[src/rtl/serial_add_ctrl_pkg.sv]
// serial_add_ctrl_pkg: shared width default, FSM state encoding and counter sizing for the serial adder.
package serial_add_ctrl_pkg;
    localparam int D_N_DEF = 32;

    typedef enum logic [1:0] {
        IDLE = 2'd0,
        LOAD = 2'd1,
        ADD  = 2'd2,
        SEND = 2'd3
    } state_t;

    function automatic int cnt_w(input int n);
        return $clog2(n + 1);
    endfunction

    localparam int CNT_W = cnt_w(D_N_DEF);
endpackage

[src/rtl/serial_add_ctrl_adder_core.sv]
// adder_core: combinational D_N-bit adder with carry-out.
module adder_core
    import serial_add_ctrl_pkg::*;
#(
    parameter int D_N = D_N_DEF
) (
    input  logic [D_N-1:0] a,
    input  logic [D_N-1:0] b,
    output logic [D_N-1:0] s,
    output logic           co
);
    assign {co, s} = {1'b0, a} + {1'b0, b};
endmodule

[src/rtl/serial_add_ctrl.sv]
// serial_add_ctrl: loads two LSB-first serial operands, adds them, returns the sum serially and in parallel.
// Define SERIAL_ADD_CARRY_OUT_EN to append the carry-out as an extra final serial bit.
module serial_add_ctrl
    import serial_add_ctrl_pkg::*;
#(
    parameter int D_N = D_N_DEF
) (
    input  logic           w_clk,
    input  logic           w_rst,
    input  logic           w_start,
    input  logic           w_a,
    input  logic           w_b,
    output logic           w_busy,
    output logic           w_dout,
    output logic           w_dvalid,
    output logic           w_done,
    output logic [D_N-1:0] w_sum
);
    localparam int CW = cnt_w(D_N);
`ifdef SERIAL_ADD_CARRY_OUT_EN
    localparam int SEND_LAST = D_N;
`else
    localparam int SEND_LAST = D_N - 1;
`endif

    state_t         state, state_nx;
    logic [CW-1:0]  cnt;
    logic [D_N-1:0] r_a, r_b, r_res, s;
    logic           co, fill, load_last, send_last;

    assign load_last = cnt == CW'(D_N - 1);
    assign send_last = cnt == CW'(SEND_LAST);

    adder_core #(.D_N(D_N)) u_adder_core (
        .a (r_a),
        .b (r_b),
        .s (s),
        .co(co)
    );

`ifdef SERIAL_ADD_CARRY_OUT_EN
    logic r_c;
    always_ff @(posedge w_clk) begin
        r_c <= w_rst ? 1'b0 : state == ADD ? co : state == SEND ? 1'b0 : r_c;
    end
    assign fill = r_c;
`else
    logic co_unused;
    assign co_unused = co;
    assign fill = 1'b0;
`endif

    always_ff @(posedge w_clk) begin
        state <= w_rst ? IDLE : state_nx;
    end

    always_comb begin
        state_nx = state;
        w_busy   = 1'b0;
        w_dvalid = 1'b0;
        w_dout   = 1'b0;
        state_nx = state == IDLE ? (w_start ? LOAD : IDLE) :
                   state == LOAD ? (load_last ? ADD : LOAD) :
                   state == ADD  ? SEND :
                   (send_last ? IDLE : SEND);
        w_busy   = state != IDLE;
        w_dvalid = state == SEND;
        w_dout   = w_dvalid & r_res[0];
    end

    // Datapath; the carry bit (when enabled) is shifted in behind the sum so it leaves last.
    always_ff @(posedge w_clk) begin
        if (w_rst) begin
            cnt    <= '0;
            r_a    <= '0;
            r_b    <= '0;
            r_res  <= '0;
            w_sum  <= '0;
            w_done <= 1'b0;
        end else begin
            w_done <= state == SEND && send_last;
            case (state)
                IDLE: if (w_start) begin
                    cnt <= '0;
                    r_a <= '0;
                    r_b <= '0;
                end
                LOAD: begin
                    r_a <= {w_a, r_a[D_N-1:1]};
                    r_b <= {w_b, r_b[D_N-1:1]};
                    cnt <= load_last ? '0 : cnt + 1'b1;
                end
                ADD: begin
                    r_res <= s;
                    w_sum <= s;
                    cnt   <= '0;
                end
                SEND: begin
                    r_res <= {fill, r_res[D_N-1:1]};
                    cnt   <= cnt + 1'b1;
                end
            endcase
        end
    end
endmodule

[config.mk]
export PLATFORM = sky130hd
export DESIGN_NAME = serial_add_ctrl
export DESIGN_NICKNAME = d
export VERILOG_FILES = /design/src/rtl/serial_add_ctrl_pkg.sv /design/src/rtl/serial_add_ctrl_adder_core.sv /design/src/rtl/serial_add_ctrl.sv
export SDC_FILE = /design/constraint.sdc
export NUM_CORES = 1
export LEC_CHECK = 0
export ABC_AREA = 1
export BUFFER_PORTS_ARGS = -buffer_cell sky130_fd_sc_hd__buf_2
export CORE_UTILIZATION = 51
export CTS_CLUSTER_DIAMETER = 120
export DETAILED_ROUTE_END_ITERATION = 6
export MAX_ROUTING_LAYER = met4
export PLACE_DENSITY = 0.7
export SYNTH_ARGS = -nofsm -noshare
export SYNTH_HDL_FRONTEND = slang
export SYNTH_SLANG_ARGS = --single-unit
[constraint.sdc]
create_clock -name w_clk -period 3.3 [get_ports w_clk]
set_input_delay 0 -clock w_clk [delete_from_list [all_inputs] [get_ports w_clk]]
set_output_delay 0 -clock w_clk [all_outputs]
set_load 0.005 [all_outputs]
==> results.txt, run 1 <==
----------------------------------------------------
[Worst setup path]
  Worst setup endpoint ... r_res[24]$_SDFFE_PP0P_
  WS Path Type ... flop to flop
  CP startpoint kind ... flop
  Worst Setup SP ... r_a[0]$_SDFFE_PP0P_
  Critical Path RT ... 3.66 ns
  Arrival time reported for the critical path endpoint ... 2.41 ns
  R2R Setup Slk ... 1.25 ns
  Highest net fanout along the worst path ... 4
  Reg-to-reg critical path startpoint ... r_a[0]$_SDFFE_PP0P_
  Kind of capture point of the worst setup path ... flop
  Endpoint of the most critical register-to-register path ... r_res[24]$_SDFFE_PP0P_
  Number of cells on the worst reg-to-reg path ... 11

[Finish]
  Growth of design area from synthesis to finish ... 12.5%
  NumNets Final ... 1186
  Ant diodes ... 0
  Share of cells above drive strength 1 ... 10.1%
  Final core area utilization ... 59.3%

[Power]
  P per Cell Area ... 440 nW/um2
  Sum of internal, switching and leakage power ... 3.63 mW
  Highest ir drop seen on vdd ... 0.373 mV
  Leakage Power ... 3.80 nW

[Synthesis]
  Synth top cells by count ... nand2_1 (408), inv_1 (163), a21oi_1 (152), dfxtp_1 (137), nor2_1 (44)
  Fraction of registers with async set/reset ... 0%
  Seq cells post-synth ... 137
  Main combinational cell family by area after synthesis ... simple AND/OR/NAND/NOR gates
  Post-synthesis xor/xnor area fraction ... 0.119%
  Count of flip-flops with a built-in enable after synthesis ... 0
  Ranking of synthesized cells by area ... dfxtp_1 (37%), nand2_1 (21%), a21oi_1 (10%)
  Area share of the largest cell type after synthesis ... 37.4%
  Synth Cell Area ... 7340 um2
  Library cells used by synthesis ... 33
  Simple-gate portion of the synthesized area ... 30.2%
  Warnings from Yosys ... 0
  Largest area contributor in the synthesized netlist ... dfxtp_1
  Avg Cell Area, Syn ... 6.56 um2
  Count of mapped cells out of synthesis ... 1119
  Top flip-flop cell by instance count after synthesis ... dfxtp_1
  Arithmetic-cell share of the synthesized area counting full adders, half adders and majority gates ... 5.73%
  Cell with the most instances after synthesis ... nand2_1
  Syn_nets ... 1157
  Mux contribution to synthesized area ... 0%
  Area fraction in compound gates after synthesis ... 15.6%
  Post-synthesis sequential area ratio ... 37.4%

[Placement]
  Port-buffer cells ... 40
  HPWL after DPL ... 12.4 mm
  Pre-CTS WS ... 1.30 ns
  Placer congestion estimate ... 0.867

[Floorplan]
  Core Region ... 13900 um2
  Number of primary I/O pins ... 41
  Starting density of the core ... 52.7%
  Site Rows ... 43
  Die X ... 122 um
  Overall die height ... 122 um
  Die area ... 14900 um2

[GRT]
  Vias in the first global route ... 6050
  Leftover overflow at the end of global routing ... 0
  Highest-utilization routing layer at the global route stage ... met2
  Number of antenna violations at the first check in global routing ... 0
  Global-route met2 utilization ... 38.0%
  Met3 capacity usage during global routing ... 4.45%
  Gr usage total ... 25.7%
  Global-route wire length before repair ... 29.1 mm
  Fraction of met1 tracks used by global routing ... 35.4%
  Largest net degree at the start of global routing ... 65

[Detailed routing]
  Number of vias per cell ... 5.09
  Drt first-iter violations ... 459
  WL final ... 17.3 mm
  Residual antenna-violating net count after detailed routing ... 0
  Number of iterations in the first detailed-routing pass ... 5
  Via count ... 6821
  Remaining routing DRC violations ... 0
  Routed wire per std cell ... 12.9 um

[STA]
  Max Clock Skew ... 0.0107 ns
  Number of failing setup endpoints in the final timing report ... 0
  Final Hold Violating Endpoints ... 0
  Min Hold Slack ... 0.0371 ns
  Total negative slack ... 0 ns
  Shortest clock period the worst path allows after layout ... 2.05 ns
  Final slew viol count ... 0
  Share of the clock period used by the worst path ... 62.2%
  Pin slew with the least headroom to its limit ... 0.837 ns
  Setup repair after global routing missed its margin ... no
  Rel. slew slack ... 44.1%
  Highest clock frequency the design can meet ... 487 MHz
  Final setup slack of the worst path ... 1.25 ns

[Clock tree]
  Latest clock arrival within the worst-skew pair ... 0.43 ns
  Hold-fix buffers at CTS ... 3
  Maximum number of buffers from clock root to sink ... 2
  Clock tree from TritonCTS ... done
  H-tree Lvls ... 4
  Post-CTS resize count ... 0
  Clock Tree Root ... clkbuf_16
  Clock sinks ... 137
  Total clock buffers created by CTS ... 17
  Setup repair bufs after CTS ... 0
  Clock-pin transition on the worst setup and hold timing paths ... 0.06 ns

[Worst hold path]
  Hold/Removal Path Class ... input port to flop

[Job]
  Max-Cap Viols ... 0

[Status]
  Status ... completed

----------------------------------------------------
[per-stage QoR]
step	instances	cell area [um2]
after global routing	1341	8260
final	1341	8260
after global placement	1306	7650
after floorplan	1119	7340
after detailed placement	1306	7650
after CTS	1341	8260
[how the worst min path moves through the flow]
stage	from	to	slack, ns	cells past startpoint
after detailed placement	w_b	r_b[31]$_SDFFE_PP0P_	0.27	3
after CTS	w_rst	r_res[0]$_SDFFE_PP0P_	0.04	2
final	w_rst	r_res[0]$_SDFFE_PP0P_	0.04	2
after global placement	w_b	r_b[31]$_SDFFE_PP0P_	0.26	3
after floorplan	w_a	r_a[31]$_SDFFE_PP0P_	0.15	2
after global routing	w_rst	w_sum[13]$_SDFFE_PP0P_	0.07	2
[placed cells by master, fill, tap and decap left out, types with 3 or more instances in the layout]
| master | n |
|---|---|
| dfxtp_1 | 137 |
| inv_1 | 163 |
| clkbuf_16 | 17 |
| nor3_1 | 4 |
| o22ai_1 | 17 |
| a21oi_1 | 152 |
| dlygate4sd3_1 | 3 |
| nand3_2 | 17 |
| inv_2 | 3 |
| ha_1 | 32 |
| buf_4 | 8 |
| nor2_1 | 44 |
| o21bai_1 | 4 |
| nand3b_1 | 4 |
| o21ai_1 | 13 |
| clkinv_2 | 4 |
| a31oi_1 | 10 |
| nand2_2 | 12 |
| nand2_1 | 408 |
| nand3_1 | 29 |
| buf_2 | 39 |
| o21ai_0 | 12 |
[kinds of logic after synthesis]
kind of cell,Yosys count
xor gates and xnor gates,1
and+or+nand+nor,527
DFF,137
buffers and inverters,206
AOI/OAI and AO/OA,215
adders and majority gates,33
[final cells by class]
cell class | count | area (um2)
Fill cell | 1367 | 5680
Multi-Input combinational cell | 776 | 3800
Sequential cell | 137 | 2740
Inverter | 166 | 623
Clock buffer | 21 | 460
Timing Repair Buffer | 50 | 285
Tap cell | 180 | 225
Clock inverter | 11 | 121
[critical path: stages, from the launching register on]
cell	delay [ns]
dfxtp_1	0.31
ha_1	0.24
fa_1	0.43
nand3_1	0.11
nand3_1	0.13
nand2_1	0.09
nand2_1	0.11
nand3_1	0.11
nand3_1	0.08
nand2_1	0.07
nand3_1	0.14
a21oi_1	0.16
[per-layer routing]
metal | share of wire, % | up-vias | routed length, um
li1 | - | 3589 | -
met2 | 43 | 135 | 7400
met5 | 0 | - | 0
met3 | 4.0 | 19 | 698
met4 | 1.4 | 0 | 244
met1 | 52 | 3078 | 8920
[registers in the layout, summed over array words and instances (netlist names)]
register	flops
cnt	6
r_a	32
r_b	32
r_res	32
state	2
w_done	1
w_sum	32
[where the power goes]
part           switching, mW  total, mW  leakage (nW)  internal [mW]
clock                  0.722       1.87         0.283           1.15
sequential           0.00592       1.66          1.10           1.66
combinational         0.0729     0.0947          2.41         0.0217
Note: power is estimated with default switching activity, not from simulation.
==> run 2, diff against run 1 <==
- clock period: 3.3 -> 1.96 ns (I/O delays scaled with it)
==> results.txt, run 2 (same netlist as run 1, synthesis figures left out) <==
----------------------------------------------------
[Finish]
  Most frequent cells in the layout ... nand2_1 (395), inv_1 (163), a21oi_1 (141)
  Growth of design area from synthesis to finish ... 19.1%
  Ant diodes ... 0 (unchanged)
  Share of cells above drive strength 1 ... 18.2% (+8.1 points)
  # fillers ... 1281 (-6.3%)
  Leading cell type in the layout, fill and taps excluded ... nand2_1
  Final core area utilization ... 62.7% (+3.5 points)
  Area occupied by multi-input gates ... 4130 um2 (+8.7%)
  NumNets Final ... 1202 (+1.3%)
  FF/Latch Area ... 2750 um2 (+0.36%)

[Clock tree]
  Clock Tree Root ... clkbuf_16
  Total clock buffers created by CTS ... 17 (unchanged)
  Clock-pin transition on the worst setup and hold timing paths ... 0.06 ns (about the same)
  Clock tree from TritonCTS ... done
  H-tree Lvls ... 4 (unchanged)
  Maximum number of buffers from clock root to sink ... 2 (unchanged)
  Latest clock arrival within the worst-skew pair ... 0.43 ns (about the same)
  Clock sinks ... 137 (unchanged)

[GRT]
  Leftover overflow at the end of global routing ... 0 (unchanged)
  Global-route wire length before repair ... 28.9 mm (-0.57%)
  Vias in the first global route ... 6079 (+0.48%)
  Number of antenna violations at the first check in global routing ... 0 (unchanged)
  Largest net degree at the start of global routing ... 62 (-4.6%)
  Gr usage total ... 25.8% (+0.069 points)

[STA]
  Pin slew with the least headroom to its limit ... 0.576 ns (-0.261 ns)
  Final Hold Violating Endpoints ... 0 (unchanged)
  Max Clock Skew ... 0.0112 ns (+0.000472 ns)
  Shortest clock period the worst path allows after layout ... 1.89 ns (-0.159 ns)
  Number of failing setup endpoints in the final timing report ... 0 (unchanged)
  Rel. slew slack ... 61.2% (+17 points)
  Final setup slack of the worst path ... 0.0678 ns (-1.18 ns)
  Final slew viol count ... 0 (unchanged)
  Share of the clock period used by the worst path ... 96.5% (+34 points)
  Setup repair after global routing missed its margin ... yes
  Highest clock frequency the design can meet ... 528 MHz (+8.4%)

[Placement]
  Port-buffer cells ... 40 (unchanged)
  Pre-CTS WS ... -0.0730 ns (-1.37 ns)
  HPWL after DPL ... 12.8 mm (+3.6%)
  Placer congestion estimate ... 0.913 (+5.4%)

[Floorplan]
  Site Rows ... 43 (unchanged)
  Die area ... 14900 um2 (unchanged)
  Number of primary I/O pins ... 41 (unchanged)
  Starting density of the core ... 52.7% (unchanged)
  Core Region ... 13900 um2 (unchanged)
  Die X ... 122 um (unchanged)
  Overall die height ... 122 um (unchanged)

[Detailed routing]
  Residual antenna-violating net count after detailed routing ... 0 (unchanged)
  Number of vias per cell ... 5.17 (+1.6%)
  Drt first-iter violations ... 499 (+8.7%)
  WL final ... 18.2 mm (+5.2%)
  Number of iterations in the first detailed-routing pass ... 5 (unchanged)
  Via count ... 7013 (+2.8%)
  Routed wire per std cell ... 13.4 um (+4.0%)
  Remaining routing DRC violations ... 0 (unchanged)

[Worst setup path]
  Highest net fanout along the worst path ... 5 (+1)
  R2R Setup Slk ... 0.07 ns (-1.18 ns)
  Reg-to-reg critical path startpoint ... r_a[3]$_SDFFE_PP0P_
  Endpoint of the most critical register-to-register path ... r_res[26]$_SDFFE_PP0P_
  Arrival time reported for the critical path endpoint ... 2.25 ns (-0.16 ns)
  WS Path Type ... flop to flop
  Number of cells on the worst reg-to-reg path ... 13 (+2)
  Kind of capture point of the worst setup path ... flop
  Critical Path RT ... 2.32 ns (-1.34 ns)
  CP startpoint kind ... flop

[Status]
  Status ... completed

[Worst hold path]
  Hold/Removal Path Class ... input port to flop
  Startpoint of the worst hold path ... w_rst
  WHS Endpoint ... w_sum[18]$_SDFFE_PP0P_
  Hold path depth ... 2 (unchanged)

[Job]
  Max-Cap Viols ... 0 (unchanged)

[Power]
  Highest ir drop seen on vdd ... 0.648 mV (+73%)
  Leakage Power ... 3.84 nW (+0.95%)
  P per Cell Area ... 696 nW/um2 (+58%)

----------------------------------------------------
[run 2: worst max-delay path by stage]
stage	start	end	cells past startpoint
floorplan	r_a[0]$_SDFFE_PP0P_	w_sum[16]$_SDFFE_PP0P_	11
global placement	r_a[0]$_SDFFE_PP0P_	r_res[24]$_SDFFE_PP0P_	11
detailed placement	r_a[0]$_SDFFE_PP0P_	r_res[24]$_SDFFE_PP0P_	11
CTS	r_a[0]$_SDFFE_PP0P_	r_res[24]$_SDFFE_PP0P_	11
global route	r_a[0]$_SDFFE_PP0P_	r_res[16]$_SDFFE_PP0P_	11
finish	r_a[3]$_SDFFE_PP0P_	r_res[26]$_SDFFE_PP0P_	13
[run 2: final cells by class]
type / instances / area share (%)
clock buffer: 18 / 4.91
clock inverter: 14 / 1.60
inverter: 166 / 7.13
multi-input combinational: 776 / 47.2
sequential: 137 / 31.5
tap: 180 / 2.58
timing repair buffer: 66 / 5.07
[run 2: power breakdown]
part           total (mW)  switching, mW  internal, mW
Combinational       0.175          0.126        0.0486
Clock                3.11           1.33          1.78
Sequential           2.80         0.0101          2.79
Total                6.08           1.47          4.62
[run 2: repair_timing]
item / in CTS / in global routing
setup buffers: 0 / 2
pin swaps: 1 / 11
setup endpoints to repair: 6 / 44
hold endpoints to repair: 5 / 0
gates resized for setup: 3 / 86
hold buffers: 3 / 0
[run 2: through the flow]
stage | instance area (um2) | hold slack (ns) | total power [mW] | setup TNS [ns] | std cells
6_report | 8740 | 0.0469 | 6.08 | 0 | 1357
3_3_place_gp | 7790 | 0.268 | 3.03 | -0.0406 | 1320
4_1_cts | 8400 | 0.0397 | 6.13 | 0 | 1355
3_5_place_dp | 7790 | 0.274 | 3.03 | -0.117 | 1320
2_1_floorplan | 7340 | 0.147 | 2.98 | 0 | 1119
5_1_grt | 8740 | 0.0711 | 6.29 | -0.106 | 1357
[run 2: per-layer routing]
| metal | global-route usage (%) | share of wire [%] |
|---|---|---|
| met1 | 34.2 | 49 |
| met2 | 38.7 | 45 |
| met3 | 6.27 | 4.7 |
| met4 | 7.48 | 1.6 |
| met5 | - | 0 |
[run 2: critical path, cell delays in order (launching register included)]
cell,delay [ns]
dfxtp_1,0.33
ha_1,0.33
buf_4,0.17
nand2_1,0.09
nand2_1,0.06
nand2_1,0.08
nand3_2,0.10
nand2_1,0.09
nand2_2,0.10
nand2_1,0.11
nand2_1,0.06
nand2_1,0.08
nand3_2,0.08
a21oi_1,0.15
